File: src/rtl/control_sequencer.sv
// Multi-cycle datapath control sequencer: fetch (T0-T2) then execute (T3-T6) per opcode.
// Moore outputs decode from the state register and the instruction register.
module control_sequencer (
    input  logic        clock,
    input  logic        clear,
    input  logic        stop,
    input  logic        mem_ready,
    input  logic [31:0] ir,
    output logic        PCout,
    output logic        IncPC,
    output logic        MARin,
    output logic        memRead,
    output logic        MDRin,
    output logic        MDRout,
    output logic        IRin,
    output logic        Yin,
    output logic        Zin,
    output logic        Zhighout,
    output logic        Zlowout,
    output logic        HIin,
    output logic        LOin,
    output logic [15:0] Rout,
    output logic [15:0] Rin,
    output logic [4:0]  alu_op,
    output logic        run,
    output logic        illegal
);

    localparam logic [4:0] OpAdd  = 5'b00011;
    localparam logic [4:0] OpSub  = 5'b00100;
    localparam logic [4:0] OpAnd  = 5'b00101;
    localparam logic [4:0] OpOr   = 5'b00110;
    localparam logic [4:0] OpMul  = 5'b01111;
    localparam logic [4:0] OpDiv  = 5'b10000;
    localparam logic [4:0] OpNop  = 5'b11010;
    localparam logic [4:0] OpHalt = 5'b11011;

    typedef enum logic [3:0] {
        StIdle,
        StT0,
        StT1,
        StT2,
        StT3,
        StT4,
        StT5,
        StT6,
        StHalted
    } state_e;

    state_e state_q, state_d, boundary;
    logic   illegal_q;

    logic [4:0] opcode;
    logic [3:0] ra, rb, rc;
    logic       is_alu, is_muldiv, is_nop, is_halt, is_illegal;
    logic       unused_ir_low;

    assign opcode        = ir[31:27];
    assign ra            = ir[26:23];
    assign rb            = ir[22:19];
    assign rc            = ir[18:15];
    assign unused_ir_low = ^ir[14:0];

    assign is_alu     = (opcode == OpAdd) || (opcode == OpSub) ||
                        (opcode == OpAnd) || (opcode == OpOr);
    assign is_muldiv  = (opcode == OpMul) || (opcode == OpDiv);
    assign is_nop     = (opcode == OpNop);
    assign is_halt    = (opcode == OpHalt);
    assign is_illegal = !(is_alu || is_muldiv || is_nop || is_halt);

    function automatic logic [15:0] reg_sel(input logic [3:0] idx);
        return 16'h0001 << idx;
    endfunction

    // Instruction boundary: stop is honoured only here.
    assign boundary = stop ? StIdle : StT0;

    always_ff @(posedge clock or posedge clear) begin
        if (clear) begin
            state_q <= StIdle;
        end else begin
            state_q <= state_d;
        end
    end

    always_ff @(posedge clock or posedge clear) begin
        if (clear) begin
            illegal_q <= 1'b0;
        end else if (state_q == StT3 && is_illegal) begin
            illegal_q <= 1'b1;
        end
    end

    always_comb begin
        state_d = state_q;
        unique case (state_q)
            StIdle:   if (!stop) state_d = StT0;
            StT0:     state_d = StT1;
            StT1:     if (mem_ready) state_d = StT2;
            StT2:     state_d = StT3;
            StT3: begin
                if (is_alu || is_muldiv) begin
                    state_d = StT4;
                end else if (is_halt) begin
                    state_d = StHalted;
                end else begin
                    state_d = boundary;
                end
            end
            StT4:     state_d = StT5;
            StT5:     state_d = is_muldiv ? StT6 : boundary;
            StT6:     state_d = boundary;
            StHalted: state_d = StHalted;
            default:  state_d = StIdle;
        endcase
    end

    always_comb begin
        PCout    = 1'b0;
        IncPC    = 1'b0;
        MARin    = 1'b0;
        memRead  = 1'b0;
        MDRin    = 1'b0;
        MDRout   = 1'b0;
        IRin     = 1'b0;
        Yin      = 1'b0;
        Zin      = 1'b0;
        Zhighout = 1'b0;
        Zlowout  = 1'b0;
        HIin     = 1'b0;
        LOin     = 1'b0;
        Rout     = 16'h0000;
        Rin      = 16'h0000;
        alu_op   = 5'b00000;
        unique case (state_q)
            StT0: begin
                PCout = 1'b1;
                IncPC = 1'b1;
                MARin = 1'b1;
            end
            StT1: begin
                memRead = 1'b1;
                MDRin   = 1'b1;
            end
            StT2: begin
                MDRout = 1'b1;
                IRin   = 1'b1;
            end
            StT3: begin
                if (is_alu || is_muldiv) begin
                    Rout = reg_sel(rb);
                    Yin  = 1'b1;
                end
            end
            StT4: begin
                Rout   = reg_sel(rc);
                Zin    = 1'b1;
                alu_op = opcode;
            end
            StT5: begin
                Zlowout = 1'b1;
                // MUL/DIV results land in LO/HI, never in a general register.
                if (is_muldiv) begin
                    LOin = 1'b1;
                end else begin
                    Rin = reg_sel(ra);
                end
            end
            StT6: begin
                Zhighout = 1'b1;
                HIin     = 1'b1;
            end
            default: ;
        endcase
    end

    assign run     = (state_q != StIdle) && (state_q != StHalted);
    assign illegal = illegal_q;

    a_rout_onehot: assert property (@(posedge clock) disable iff (clear) $onehot0(Rout));
    a_rin_onehot:  assert property (@(posedge clock) disable iff (clear) $onehot0(Rin));
    a_alu_op_idle: assert property (@(posedge clock) disable iff (clear)
                                    (state_q != StT4) |-> (alu_op == 5'b00000));

endmodule
File: config.mk
export PLATFORM = sky130hd
export DESIGN_NAME = control_sequencer
export DESIGN_NICKNAME = d
export VERILOG_FILES = /design/src/rtl/control_sequencer.sv
export SDC_FILE = /design/constraint.sdc
export NUM_CORES = 1
export LEC_CHECK = 0
export CORE_ASPECT_RATIO = 1.25
export CORE_MARGIN = 1
export CORE_UTILIZATION = 34
export DETAILED_ROUTE_END_ITERATION = 6
export PLACE_DENSITY = 0.92
export REMOVE_ABC_BUFFERS = 1
export SLEW_MARGIN = 20
export SYNTH_ARGS = -nofsm -noshare
export SYNTH_HDL_FRONTEND = slang
export SYNTH_SLANG_ARGS = --single-unit
File: constraint.sdc
create_clock -name clock -period 2.4 [get_ports clock]
set_input_delay 0.36 -clock clock [delete_from_list [all_inputs] [get_ports clock]]
set_output_delay 0.36 -clock clock [all_outputs]
set_load 0.01 [all_outputs]
==> parameters.txt, run 1 <==
Parameter                              Value

Run status
  Outcome ... finished clean

Timing
  Highest achievable clock rate ... 424 MHz
  Worst setup margin ... 0.0408 ns
  Final setup violating endpoints ... 0
  Slew HR ... 75.4%
  Worst Max-Slew Pin Slew ... 0.369 ns
  Min cycle time layout ... 2.36 ns
  Post-route clock period utilization ... 98.3%
  Clock Skew ... 0.0174 ns
  Hold Vio Cnt, Final ... 0
  Number of pins with negative max-slew slack in the final report ... 0

Route
  Detailed Routing Iterations Pass 1 ... 4
  Initial drt markers ... 51
  Total length of routed wires ... 4330 µm
  Residual antenna-violating net count after detailed routing ... 0
  Via count normalized by instance count ... 5.55
  Vias ... 1,514
  Routed WL per cell ... 15.8 µm
  DRC ... 0

Global route
  First-pass GRT wire length ... 6790 µm
  GRT Residual Overflow ... 0
  Vias in the first global route ... 1,528
  GRT Util Overall ... 27.6%
  Antenna violations before repair ... 0
  Maximum number of pins on one net before global-route repair ... 9

Placed design
  Post-placement worst setup slack ... -0.466 ns
  Routability congestion estimate ... 0.894
  DPL Wire Length ... 2890 µm
  Port Buf Inserts ... 72

Clocking
  CTS HTree Levels ... 1
  Clock-pin slew reported for the worst setup and hold paths after clock tree synthesis ... 0.06 ns
  Root Buffer Master ... clkbuf_4
  Largest buffer count on any clock path ... 2
  TritonCTS clock tree ... done
  Clock buffers created by TritonCTS ... 3
  Clock insertion delay at the later pin of the skew report ... 0.26 ns
  Number of clock sinks ... 5

Power
  PD cells ... 498 nW/µm²
  Clock Power Share ... 10.6%
  Flop pwr share ... 17.6%
  Lkg Pwr ... 0.961 nW
  Sum of internal, switching and leakage power ... 1.02 mW
  Cell internal pwr ... 564 µW
  Sw Pwr ... 453 µW
  Peak VDD IR ... 0.473 mV
  Combinational share of power ... 71.7%
  Fraction of power spent switching nets ... 44.5%

Cells and area
  Layout filler cell count ... 205
  Most common library cell in the layout ignoring fill and taps ... clkdlybuf4s50_1
  Proportion of layout cells with a drive suffix above 1 ... 33.1%
  Synth-to-Final Area Change ... 104%
  Number of nets in the layout ... 276
  Ant. Diodes ... 0
  Share of the core filled with cells in the final layout ... 74.7%
  Commonest non-fill, non-tap cells in the layout ... clkdlybuf4s50_1, buf_4, dlygate4sd2_1

Die
  Starting density of the core ... 36.7%
  Total die area ... 3170 µm²
  IO Pins ... 88
  Horizontal die dimension ... 50.6 µm
  Core Footprint ... 2730 µm²
  Vertical die dimension ... 62.7 µm
  Number of standard-cell rows in the floorplan ... 21

Job
  Number of max-cap violations ... 0

Min path
  Worst min path class ... primary input to asynchronous set/reset pin

Worst setup path
  Total stage count of the critical path ... 5
  Total buffers and inverters traversed by the critical path ... 3
  Launching element type of the critical path ... flip-flop
  Data required, critical path ... 2.04 ns
  Startpoint of the most critical setup path ... state_q[3]$_DFFE_PP0P_
  Reg2reg setup slack ... 1.00 ns
  Count of cells along the worst register-to-register path ... 4
  Reg2reg start ... state_q[1]$_DFFE_PP0P_
  Data arrival time of the critical path ... 2.00 ns
  Crit path largest cell delay ... 0.53 ns
  Critical path endpoint ... alu_op[4]
  End of the worst register-to-register path ... state_q[2]$_DFFE_PP0P_
  Kind of cell with the highest combined delay on the critical path ... buffers and inverters
  CP max stage cell ... clkdlybuf4s50_1
  CP Max Fanout ... 8
  Capturing element type of the critical path ... output pin
  Critical Path, Cell by Cell ... buf_4 -> and4bb_2 -> buf_6 -> and2_1 -> clkdlybuf4s50_1
  Classification of the worst setup path ... flip-flop to output pin

Logic synthesis
  Syn avg cell area ... 7.21 µm²
  Portion of the post-synthesis area used by sequential elements ... 12.5%
  Post-synthesis cell count ... 139
  Post-synthesis cell area ... 1000 µm²
  Count of cell types in the netlist ... 43
  Synthesized flop and latch total ... 5
  Syn. warnings ... 0
[power by group through the flow]
| stage | Sequential (mW) | Combinational, mW | Clock [mW] |
|---|---|---|---|
| after global routing | 0.184 | 0.776 | 0.117 |
| final | 0.179 | 0.730 | 0.108 |
| after CTS | 0.172 | 0.687 | 0.0993 |
| after floorplan | 0.178 | 0.270 | 0 |
| after detailed placement | 0.164 | 0.656 | 0 |
| after global placement | 0.162 | 0.645 | 0 |
[metrics by stage]
step / hold slack (ns) / area [µm²] / TNS (ns) / cells
floorplan: 0.139 / 928 / 0 / 128
global placement: 0.485 / 1880 / -12.15 / 259
detailed placement: 0.479 / 1880 / -13.40 / 259
CTS: 0.324 / 2000 / 0 / 271
global route: 0.336 / 2040 / -0.0378 / 273
finish: 0.311 / 2040 / 0 / 273
[how the worst min path moves through the flow]
stage / start / end / slack (ns) / cells after the start
after floorplan: clear / illegal$_DFFE_PP0P_ / 0.14 / 1
after global placement: illegal$_DFFE_PP0P_ / illegal$_DFFE_PP0P_ / 0.49 / 1
after detailed placement: illegal$_DFFE_PP0P_ / illegal$_DFFE_PP0P_ / 0.48 / 1
after CTS: clear / illegal$_DFFE_PP0P_ / 0.32 / 2
after global routing: clear / illegal$_DFFE_PP0P_ / 0.34 / 2
final: clear / illegal$_DFFE_PP0P_ / 0.31 / 2
[flip-flops by register name (all words and copies together) (netlist names)]
name / flops
state_q: 4
illegal: 1
[layer usage]
layer	GRT usage, %	vias to the layer above	routed length, µm
li1	-	714	-
met1	26.9	688	1540
met2	53.5	94	2330
met3	3.65	18	289
met4	14.9	0	167
met5	0	-	0
[layout make-up]
type | instances | area (µm²) | area share, %
Multi-Input combinational cell | 114 | 896 | 43.9
Inverter | 10 | 37.5 | 1.84
Timing Repair Buffer | 106 | 912 | 44.7
Sequential cell | 5 | 128 | 6.25
Clock buffer | 4 | 26.3 | 1.29
Tap cell | 34 | 42.5 | 2.08
[cell usage after synthesis, drive strengths merged]
cell type  instances  area, µm²
and4bb             2       25.0
dfrtp              5        125
nand4              1       6.26
or2                2       12.5
or4                1       11.3
nand2b            10       70.1
nor2b              4       32.5
nor4               1       6.26
and3               1       11.3
nand3              5       25.0
and2               6       37.5
o21bai             1       7.51
o22ai              5       31.3
o41ai              4       35.0
a211oi             3       22.5
o21ai              2       10.0
a21o               2       15.0
o311ai             1       16.3
nor3              11       81.3
nor2              14       52.6
o31ai              6       58.8
xor2               1       8.76
inv               10       37.5
nand3b             3       22.5
nand2             15       56.3
nand4bb            1       11.3
buf               11       73.8
and3b              1       8.76
o32ai              4       42.6
a221oi             1       15.0
a31oi              1       6.26
nor3b              1       7.51
a21oi              2       10.0
a22o               1       8.76
[timing repair]
| item | 4_1_cts | 5_1_grt |
|---|---|---|
| hold buffers | 0 | 0 |
| buffers inserted | 7 | 2 |
| setup endpoints to repair | 34 | 27 |
| cloned | 1 | 0 |
| gates resized for setup | 61 | 35 |
| hold endpoints to repair | 0 | 0 |
| pin swaps | 6 | 4 |
[kinds of logic after synthesis]
family	Yosys count	synth area share (%)
buf+inv	21	11.1
xor+xnor	1	0.874
flops	5	12.5
compound gates	33	27.8
simple gates	79	47.7
(Power assumes the default switching activity.)
==> run 2, diff against run 1 <==
CTS_BUF_LIST = sky130_fd_sc_hd__clkbuf_16   (was unset)
==> run 2 against run 1 <==
Clock power increased to 2.5 times the previous value. Final cell count is 0.73% higher. Power rose by 16%. Sequential cell count is the same. Critical path type is now primary input to output pin. Critical endpoint is now Rin[7]. Sequential share of layout area is 0.15 points lower. Non-clock buffer count is 2 higher. Core utilization rose by 1.8 points. Register-to-register slack worse by 0.12 ns. Largest power group unchanged. Combinational power fell by 2%.
==> parameters.txt, run 2 (synthesized netlist as in run 1, its figures left out) <==
Parameter                              Value

Global route
  Antenna violations before repair ... 0
  GRT Residual Overflow ... 0
  First-pass GRT wire length ... 7170 µm
  GRT Util Overall ... 29.4%
  Maximum number of pins on one net before global-route repair ... 9
  Vias in the first global route ... 1,530

Die
  Vertical die dimension ... 62.7 µm
  Starting density of the core ... 36.7%
  IO Pins ... 88
  Number of standard-cell rows in the floorplan ... 21
  Core Footprint ... 2730 µm²
  Horizontal die dimension ... 50.6 µm
  Total die area ... 3170 µm²

Timing
  Number of pins with negative max-slew slack in the final report ... 0
  Min cycle time layout ... 2.38 ns
  Worst setup margin ... 0.0224 ns
  Post-route clock period utilization ... 99.1%
  Hold Vio Cnt, Final ... 0
  Worst Max-Slew Pin Slew ... 0.419 ns
  Worst Hold Margin ... 0.365 ns
  RSZ-0062 raised after global routing ... yes
  Sum Neg Setup Slack ... 0 ns
  Highest achievable clock rate ... 421 MHz
  Slew HR ... 72.1%
  Clock Skew ... 0.00554 ns
  Final setup violating endpoints ... 0

Cells and area
  Post-route insts no fill ... 275
  Number of nets in the layout ... 278
  Share of the core filled with cells in the final layout ... 76.6%
  Proportion of layout cells with a drive suffix above 1 ... 32.4%
  Synth-to-Final Area Change ... 109%
  Ant. Diodes ... 0
  Largest register FFs ... 4
  Post-route design area ... 2090 µm²
  Register with the most flip-flops ... state_q
  Commonest non-fill, non-tap cells in the layout ... clkdlybuf4s50_1, buf_4, dlygate4sd2_1

Worst setup path
  Most common cell on crit path ... buf_4
  Critical Path, Cell by Cell ... clkdlybuf4s15_2 -> and3_4 -> buf_4 -> a221oi_4 -> nand3b_1 -> buf_4 -> nor2_1 -> dlygate4sd2_1
  Kind of cell with the highest combined delay on the critical path ... buffers and inverters
  Classification of the worst setup path ... primary input to output pin
  Crit path largest cell delay ... 0.28 ns
  Data arrival time of the critical path ... 2.02 ns
  CP Max Fanout ... 6
  Total buffers and inverters traversed by the critical path ... 4
  CP max stage cell ... dlygate4sd2_1
  Capturing element type of the critical path ... output pin
  Launching element type of the critical path ... primary input
  Data required, critical path ... 2.04 ns

Route
  DRC ... 0
  Initial drt markers ... 73
  Vias ... 1,555
  Via count normalized by instance count ... 5.65
  Routed WL per cell ... 16.6 µm
  Total length of routed wires ... 4570 µm
  Detailed Routing Iterations Pass 1 ... 4
  Residual antenna-violating net count after detailed routing ... 0

Run status
  Outcome ... finished clean

Clocking
  Clock-pin slew reported for the worst setup and hold paths after clock tree synthesis ... 0.04 ns
  Largest buffer count on any clock path ... 2
  Clock buffers created by TritonCTS ... 3
  Clock insertion delay at the later pin of the skew report ... 0.23 ns
  Number of clock sinks ... 5
  Root Buffer Master ... clkbuf_16
  CTS HTree Levels ... 1
  TritonCTS clock tree ... done

Placed design
  Placement Cell Area ... 1880 µm²
  DPL Wire Length ... 2890 µm
  Routability congestion estimate ... 0.894
  Port Buf Inserts ... 72
  Instance count after placement with tap cells included ... 259
  Post-placement worst setup slack ... -0.466 ns

Min path
  Worst min path class ... primary input to asynchronous set/reset pin

Power
  Peak VDD IR ... 0.522 mV
  Sum of internal, switching and leakage power ... 1.18 mW
  PD cells ... 562 nW/µm²
  Lkg Pwr ... 0.981 nW

Job
  Number of max-cap violations ... 0
-- run 2: cell count changes in the layout (fill, tap and decap cells not counted), moves of 2 or more --
cell / previous run / this run
buf_4: 31 / 34
clkbuf_4: 3 / 0
clkbuf_16: 0 / 3
dlygate4sd2_1: 21 / 26
dlymetal6s2s_1: 2 / 0
nor3_1: 5 / 7
nor3_2: 3 / 1
clkdlybuf4s15_1: 3 / 1
clkbuf_2: 9 / 7
-- run 2: worst paths after layout --
path,slack (ns),depth (start not counted),from,to
max in group asynchronous,1.82,2,clear,state_q[2]$_DFFE_PP0P_
hold / removal,0.36,2,clear,state_q[1]$_DFFE_PP0P_
setup / recovery,0.02,8,ir[30],Rin[7]
hold reg to reg,0.57,1,illegal$_DFFE_PP0P_,illegal$_DFFE_PP0P_
setup reg to reg,0.88,5,state_q[3]$_DFFE_PP0P_,state_q[0]$_DFFE_PP0P_
min in group clock,0.57,1,illegal$_DFFE_PP0P_,illegal$_DFFE_PP0P_
-- run 2: timing repair --
item / CTS / global route
endpoints found under the setup margin: 34 / 11
setup buffers: 9 / 2
hold buffers: 0 / 0
resized for setup: 68 / 20
pin swaps: 7 / 4
cloned: 1 / 0
-- run 2: cell type report --
class                   count  area, µm²
clock buffers               3       75.1
clock inverters             1       3.75
fillers                   198        641
inverters                  10       37.5
multi-input cells         114        888
flip-flops and latches      5        128
well taps                  34       42.5
repair buffers            108        917
-- run 2: per-layer routing --
layer	track usage (%)	part of all wire [%]	up-vias
met1	30.9	38	725
met5	0	0	-
met4	13.2	2.4	0
met2	56.5	54	99
met3	2.68	5.8	12
li1	-	-	719
-- run 2: report_power, final --
group,total (mW),internal [mW],switching (mW),leakage (nW)
registers,0.184,0.119,0.0652,0.0581
clock network,0.274,0.216,0.0576,0.0423
logic,0.718,0.374,0.344,0.880
total,1.18,0.709,0.467,0.981
